==> config.mk <==
export PLATFORM = sky130hd
export DESIGN_NAME = mem_access_stage
export DESIGN_NICKNAME = d
export VERILOG_FILES = /design/src/rtl/mem_access_stage.sv
export SDC_FILE = /design/constraint.sdc
export NUM_CORES = 1
export LEC_CHECK = 0
export CAP_MARGIN = 20
export CORE_ASPECT_RATIO = 0.6
export CORE_MARGIN = 3
export CORE_UTILIZATION = 40
export CTS_CLUSTER_SIZE = 10
export DETAILED_ROUTE_END_ITERATION = 6
export MAX_ROUTING_LAYER = met4
export PLACE_DENSITY = 0.81
export SETUP_SLACK_MARGIN = 0.02
export SYNTH_ARGS = -nofsm -noshare
export SYNTH_HDL_FRONTEND = slang
export SYNTH_SLANG_ARGS = --single-unit
==> constraint.sdc <==
create_clock -name clk -period 4.4 [get_ports clk]
set_input_delay 0.44 -clock clk [delete_from_list [all_inputs] [get_ports clk]]
set_output_delay 0.44 -clock clk [all_outputs]
set_load 0.02 [all_outputs]
==> src/rtl/mem_access_stage.sv <==
// mem_access_stage: EX/MEM pipeline latch plus the data-memory handshake.
// Runs single-access loads/stores and two-access indirect ops (LDI/STI).
// Ops with no memory access go straight to writeback.
// Optional build macro MEM_STALL_COUNT_EN enables a free-running count of stalled cycles.
// When it is undefined, mem_stall_cycles is tied to zero.

package lc3b_pkg;

  localparam logic [3:0] OP_LDB = 4'b0010;
  localparam logic [3:0] OP_LDR = 4'b0110;
  localparam logic [3:0] OP_LDI = 4'b1010;

  typedef struct packed {
    logic [3:0] opcode;
    logic       mem_read;
    logic       mem_write;
    logic       load_cc;
    logic       load_regfile;
    logic       branch_stall;
  } lc3b_control_word;

endpackage

module mem_access_stage
  import lc3b_pkg::*;
#(
  parameter int WIDTH    = 16,
  parameter int REG_BITS = 3
) (
  input  logic                clk,
  input  logic                reset_n,
  input  logic                load_mem,
  input  logic                ex_valid,
  input  lc3b_control_word    ex_cw,
  input  logic                ex_indirect,
  input  logic [WIDTH-1:0]    ex_address,
  input  logic [WIDTH-1:0]    ex_result,
  input  logic [WIDTH-1:0]    ex_store_data,
  input  logic [WIDTH-1:0]    ex_npc,
  input  logic [REG_BITS-1:0] ex_dr,
  input  logic                dmem_resp,
  input  logic [WIDTH-1:0]    dmem_rdata,
  output logic                dmem_read,
  output logic                dmem_write,
  output logic [WIDTH-1:0]    dmem_address,
  output logic [WIDTH-1:0]    dmem_wdata,
  output logic                mem_stall,
  output logic                mem_br_stall,
  output logic                wb_valid,
  output logic [WIDTH-1:0]    wb_data,
  output logic [REG_BITS-1:0] wb_dr,
  output logic                wb_load_regfile,
  output logic                wb_load_cc,
  output logic [31:0]         mem_stall_cycles
);

  typedef enum logic [1:0] {IDLE, ACCESS, PTR, FINAL} state_e;

  state_e                state_q, state_d;
  logic                  valid_q, valid_d;
  lc3b_control_word      cw_q, cw_d;
  logic [WIDTH-1:0]      address_q, address_d;
  logic [WIDTH-1:0]      result_q, result_d;
  logic [WIDTH-1:0]      store_data_q, store_data_d;
  logic [WIDTH-1:0]      npc_q, npc_d;
  logic [REG_BITS-1:0]   dr_q, dr_d;
  logic [WIDTH-1:0]      ptr_q, ptr_d;
  logic [WIDTH-1:0]      mdata_q, mdata_d;
  logic                  wb_pend_q, wb_pend_d;

  logic                  capture;
  logic                  is_load;
  logic                  unused_npc;

  // The latch only opens while the stage is idle, so a busy stage always wins over load_mem.
  assign capture = load_mem & ~mem_stall;

  // NPC rides along with the op for downstream consumers but is not used in this stage.
  assign unused_npc = ^npc_q;

  // State register.
  always_ff @(posedge clk) begin
    if (!reset_n) state_q <= IDLE;
    else          state_q <= state_d;
  end

  // Next-state logic: the access kind is decided from execute's inputs on the capture edge.
  always_comb begin
    state_d = state_q;
    unique case (state_q)
      IDLE: begin
        if (capture && ex_valid) begin
          if (ex_indirect)                              state_d = PTR;
          else if (ex_cw.mem_read || ex_cw.mem_write)   state_d = ACCESS;
        end
      end
      ACCESS:  if (dmem_resp) state_d = IDLE;
      PTR:     if (dmem_resp) state_d = FINAL;
      FINAL:   if (dmem_resp) state_d = IDLE;
      default: state_d = IDLE;
    endcase
  end

  // Memory request outputs; they depend only on registered state, so they stay stable until the response.
  always_comb begin
    dmem_read    = 1'b0;
    dmem_write   = 1'b0;
    dmem_address = '0;
    dmem_wdata   = '0;
    mem_stall    = 1'b0;
    unique case (state_q)
      ACCESS: begin
        mem_stall    = 1'b1;
        dmem_address = address_q;
        dmem_read    = cw_q.mem_read;
        dmem_write   = cw_q.mem_write & ~cw_q.mem_read;
        dmem_wdata   = (cw_q.mem_write & ~cw_q.mem_read) ? store_data_q : '0;
      end
      PTR: begin
        mem_stall    = 1'b1;
        dmem_address = address_q;
        dmem_read    = 1'b1;
      end
      FINAL: begin
        mem_stall    = 1'b1;
        dmem_address = ptr_q;
        dmem_write   = cw_q.mem_write;
        dmem_read    = ~cw_q.mem_write;
        dmem_wdata   = cw_q.mem_write ? store_data_q : '0;
      end
      default: ;
    endcase
  end

  // Datapath next values: the EX/MEM latch, the pointer and read-data captures, and the one-shot writeback flag.
  always_comb begin
    valid_d      = valid_q;
    cw_d         = cw_q;
    address_d    = address_q;
    result_d     = result_q;
    store_data_d = store_data_q;
    npc_d        = npc_q;
    dr_d         = dr_q;
    ptr_d        = ptr_q;
    mdata_d      = mdata_q;
    wb_pend_d    = 1'b0;
    if (capture) begin
      valid_d      = ex_valid;
      cw_d         = ex_cw;
      address_d    = ex_address;
      result_d     = ex_result;
      store_data_d = ex_store_data;
      npc_d        = ex_npc;
      dr_d         = ex_dr;
      wb_pend_d    = ex_valid & ~ex_indirect & ~ex_cw.mem_read & ~ex_cw.mem_write;
    end
    if (dmem_resp) begin
      unique case (state_q)
        ACCESS: begin
          mdata_d   = dmem_rdata;
          wb_pend_d = 1'b1;
        end
        PTR:   ptr_d = dmem_rdata;
        FINAL: begin
          mdata_d   = dmem_rdata;
          wb_pend_d = 1'b1;
        end
        default: ;
      endcase
    end
  end

  // Datapath registers; reset clears everything so all writeback outputs read zero.
  always_ff @(posedge clk) begin
    if (!reset_n) begin
      valid_q      <= 1'b0;
      cw_q         <= '0;
      address_q    <= '0;
      result_q     <= '0;
      store_data_q <= '0;
      npc_q        <= '0;
      dr_q         <= '0;
      ptr_q        <= '0;
      mdata_q      <= '0;
      wb_pend_q    <= 1'b0;
    end else begin
      valid_q      <= valid_d;
      cw_q         <= cw_d;
      address_q    <= address_d;
      result_q     <= result_d;
      store_data_q <= store_data_d;
      npc_q        <= npc_d;
      dr_q         <= dr_d;
      ptr_q        <= ptr_d;
      mdata_q      <= mdata_d;
      wb_pend_q    <= wb_pend_d;
    end
  end

  // Writeback and branch-stall outputs.
  always_comb begin
    is_load         = (cw_q.opcode == OP_LDR) || (cw_q.opcode == OP_LDB) || (cw_q.opcode == OP_LDI);
    wb_valid        = wb_pend_q;
    wb_data         = is_load ? mdata_q : result_q;
    wb_dr           = dr_q;
    wb_load_regfile = wb_pend_q & cw_q.load_regfile;
    wb_load_cc      = wb_pend_q & cw_q.load_cc;
    mem_br_stall    = valid_q & cw_q.branch_stall;
  end

`ifdef MEM_STALL_COUNT_EN
  logic [31:0] stall_cnt_q, stall_cnt_d;

  // Stall-cycle counter next value; it wraps naturally at 2^32.
  always_comb begin
    stall_cnt_d = stall_cnt_q;
    if (mem_stall) stall_cnt_d = stall_cnt_q + 32'd1;
  end

  // Stall-cycle counter register.
  always_ff @(posedge clk) begin
    if (!reset_n) stall_cnt_q <= '0;
    else          stall_cnt_q <= stall_cnt_d;
  end

  assign mem_stall_cycles = stall_cnt_q;
`else
  assign mem_stall_cycles = 32'd0;
`endif

endmodule

After elaboration in Yosys (flattened, before gate mapping):

Index checks and enable logic that the tools add are counted.

* equal/unequal tests: 10
* muxes and demuxes: 17
* bitwise logic cells: 14
* reduce and logical (&&, ||, !) cells: 11

Operators with widths (count)
* 16-bit case mux with 2 select lines: 2
* 16-bit two-way mux: 3
* 2-bit two-way mux: 5
* 1-bit bitwise AND: 8
* 1-bit inverter: 6
* 2-bit case mux with 3 select lines: 1
* 2-bit == test (second input constant): 2
* 4-bit by 2-bit == test with 1-bit output (second input constant): 1
* 4-bit by 3-bit == test with 1-bit output (second input constant): 1
* 4-bit == test (second input constant): 1
* 1-bit two-way mux: 4
* 2-bit != test (second input constant): 2
* 2-bit AND reduction: 2
* 4-bit AND reduction: 1
* 2-bit OR reduction: 2
* 1-bit logical OR: 3
* 3-bit != test (second input constant): 1
* 1-bit case mux with 3 select lines: 1
* 3-bit OR reduction: 1
* 2-bit by 1-bit == test with 1-bit output (second input constant): 1
* 2-bit zero test: 1
* 2-bit by 1-bit != test with 1-bit output (second input constant): 1
* 1-bit case mux with 2 select lines: 1
* 1-bit logical AND: 1

* register bits after elaboration: 96
* input bits: 98
* output and inout port bits: 90

Depth between registers and ports, before layout:

* word-level depth: 8
* depth in mapped cells: 7

Least setup slack after synthesis:

No wires, ideal clock.

* path kind: flip-flop to output port
* start point: register state_q[0]
* end point: output port dmem_address[10]
* data arrival time: 1.491 ns
* slack: 2.469 ns
* stages on the path, launching flop included: 7
* buffers on the path: 2
* cells stage by stage: dfxtp_1 > inv_1 > ha_1 > clkbuf_1 > buf_2 > a22oi_1 > nor2_1

* word-level cells in the longest chain between the ends: 3
* elaborated cells between the ends (all ways): 5
* classes of those cells: 3 x eq/ne; 1 x mux; 1 x reduce/logical

RTL lines
* start: declaration: RTL line 59 `state_e state_q, state_d;`
* start signal: assignment: RTL line 84 `else state_q <= state_d;`
* 2-bit by 1-bit == test with 1-bit output / 2-bit == test (equally long branches): RTL line 111 `unique case (state_q)`
* 2-bit OR reduction (no line)
* 16-bit case mux with 2 select lines *: RTL line 111
* end: declaration: RTL line 45 `output logic [WIDTH-1:0] dmem_address,`

Every way passes the cells marked *; elsewhere a longest branch is shown, timed or not.

Final worst setup path:

* start point: register state_q[1]
* end point: output port dmem_wdata[6]

* word-level cells in the longest chain between the ends: 2
* elaborated cells between the ends (all ways): 3
* classes of those cells: 2 x eq/ne; 1 x mux

RTL lines
* 2-bit == test / 2-bit by 1-bit == test with 1-bit output (equally long branches): RTL line 111
* 16-bit case mux with 2 select lines *: RTL line 111
* end: declaration: RTL line 46 `output logic [WIDTH-1:0] dmem_wdata,`

Marks and branches as above.

==> out/metrics.cfg <==
[run_status]
outcome=finished clean

[sta]
timing.slew.headroom_pct=40.5
hold_ws_ps=456
final_min_period_over_clock_period_pct=75.7
timing.final.setup_violations=0
timing_max_transition_violations_final=0
hold_viol_final=0
max_freq_mhz=300
grt_setup_unrepaired=no
final.setup.tns_ps=0
skew_ps=5.48
fin_crit_ps=3330
tightest_slew_ps=890

[routing]
post_route_wl_mm=11.8
final_antenna_net_count=0
wire_per_inst_um=14.6
detail_route.drc_violations=0
viasPerCell=4.76
detailedRoute.firstPassIterationCount=4
drtIter0Drc=145
num_vias=3846

[die]
fp.dieH_um=88.0
floorplan.die.width_um=143
site_row_count=29
die-area_um2=12500
start_util_pct=41.7
io_pins=188
design.core.area_um2=10700

[critical_path]
arrival_worst_endpoint_ps=2890
reg2reg_setup_slack_ps=2050
timing.critical_path.slowest_stage_cell=ha_1
worstSetupStartpointType=register
slowest_delay_ps=760
worst_r2r_startpoint=state_q[1]
crit_path_max_fanout=21
worst_r2r_endpoint=result_q[5]
path_cells=ha_1, o21a_1, and2_1, clkdlybuf4s50_1
number_of_cells_traversed_by_the_worst_register_to_register_path=6
worst-setup-path-type=register to output pin
cp.required_ps=3960
endpoint_kind=output pin

[pwr]
worst_ir_drop_vdd_uv=232
p_total_mw=2.74
power.static_leakage_nw=2.21
power_density_normalized_to_cell_area_nw_per_um2=450

[finish]
drive_gt1_share_pct=5.84
most_common_cell_after_layout_fill_and_taps_aside=nand2_1
layout.cell_area.non_filler_um2=6070
n_fill_cell=949
syn_to_final_growth_pct=35.6
commonest_non_fill_non_tap_cells_in_the_layout=190 x nand2_1, 138 x clkdlybuf4s50_1, 96 x dfxtp_1
final_net_count=766

[yosys]
synthesis.yosys.warnings=0
synth_sequential_area_ratio_pct=42.9
synth_area_um2=4480
synth_cell_types=28
ys_seq_elements=96
postSynthCellCount=547
average_size_of_a_mapped_cell_um2=8.19

[placed_design]
gp_routability_congestion=0.838
port_buffers=139
placedInstanceArea_um2=5750
hpwl_after_dpl_mm=8.42

[global_routing]
grt_pass1_vias=3702
global_route.usage.total_pct=19.2
antenna_violations_before_repair=0
first_pass_grt_wire_length_mm=18.6
busiest_layer=met2
grt_start_max_net_pins=66
overflow=0
grt.met2_usage_pct=28.3
grt_met3_use_pct=4.75
global_route.usage.met1_pct=26.7

[worst_hold_path]
hold_path.startpoint=ptr_q[7]
min_path_cells=2
min-delay-path-class=register to register
hold-path-endpoint=ptr_q[7]

[clock_tree]
cts_max_level=3
clock_buffers_created_by_tritoncts=9
post_cts_resized=0
clk-insertion-delay-late_ps=340
quantity_of_hold_fixing_buffers_added_after_cts=0
cts_tree=done
clock_sink_count=96
clock_tree.buffer_depth=2
clkSlewWorstSetupHoldPaths_ps=70
clk_root_buf=clkbuf_16
cts_post_setup_buffers_inserted=0

[job]
max_cap_violations=0

stage by stage:
step | util [%] | setup WS (ps) | std cells
after detailed placement | 53.5 | 1440 | 789
after global routing | 56.5 | 837 | 807
after floorplan | - | 2470 | 578
final | 56.6 | 1070 | 808
after global placement | 53.5 | 1580 | 789
after CTS | 56.2 | 1060 | 805
how the worst max path moves through the flow:
stage                from               end  slack [ps]  depth (start not counted)
5_1_grt        state_q[1]     dmem_wdata[9]         840                          4
3_5_place_dp   state_q[0]     dmem_wdata[3]        1440                          4
2_1_floorplan  state_q[0]  dmem_address[10]        2470                          6
4_1_cts        state_q[1]     dmem_wdata[3]        1060                          4
3_3_place_gp   state_q[0]    dmem_wdata[10]        1580                          4
6_report       state_q[1]     dmem_wdata[6]        1070                          4
cell type report:
type / count / area (µm²) / share of cell area (%)
clock buffers: 11 / 243 / 4.00
well taps: 139 / 174 / 2.86
repair buffers: 142 / 1430 / 23.6
inverters: 5 / 18.8 / 0.309
multi-input cells: 409 / 2240 / 36.9
clock inverters: 5 / 41.3 / 0.680
diodes: 1 / 2.50 / 0.0412
flip-flops and latches: 96 / 1920 / 31.6
registers in the layout (all words and copies together) (netlist names):
name / cells
wb_dr: 3
cw_q: 9
mdata_q: 16
store_data_q: 16
wb_valid: 1
valid_q: 1
result_q: 16
ptr_q: 16
state_q: 2
address_q: 16
critical path, delay by kind of cell, from the launching register on:
family | cells | cell delay (ps)
adder cells (fa/ha/maj) | 1 | 760
buffers and inverters | 1 | 610
AO/OA/AOI/OAI | 1 | 560
flip-flops | 1 | 390
AND/OR/NAND/NOR | 1 | 220
cell families after synthesis:
kind of cell / after synthesis / share of synthesized area [%]
buf+inv: 73 / 9.78
compound gates: 120 / 20.4
other cells: 1 / 0.0837
simple gates: 234 / 21.0
fa+ha+maj: 5 / 1.40
mux: 18 / 4.47
flops: 96 / 42.9
synth_stat cells, drive strengths merged:
library cell  count  area, µm²
ha                5       62.6
inv               5       18.8
nor3              2       10.0
nor2             16       60.1
nand2           191        717
o21a              3       22.5
clkbuf           13       51.3
nor2b             1       6.26
nand2b            1       6.26
and2             21        131
conb              1       3.75
mux2i             2       20.0
a22oi            16        120
o21ai             3       26.3
nand3             2       10.0
a21oi             2       10.0
a211oi            1       20.0
buf              55        368
a21boi           94        706
o211ai            1       7.51
mux2             16        180
dfxtp            96       1920
where the power goes:
group / internal (mW) / total, mW / switching (mW)
registers: 1.01 / 1.08 / 0.0729
logic: 0.362 / 0.918 / 0.557
clock network: 0.403 / 0.737 / 0.335
layer usage:
metal	vias to the layer above	part of all wire [%]
met5	-	0
met4	0	0.66
met3	9	6.1
met2	119	43
met1	1767	50
li1	1951	-
Note: power is estimated with default switching activity, not from simulation.
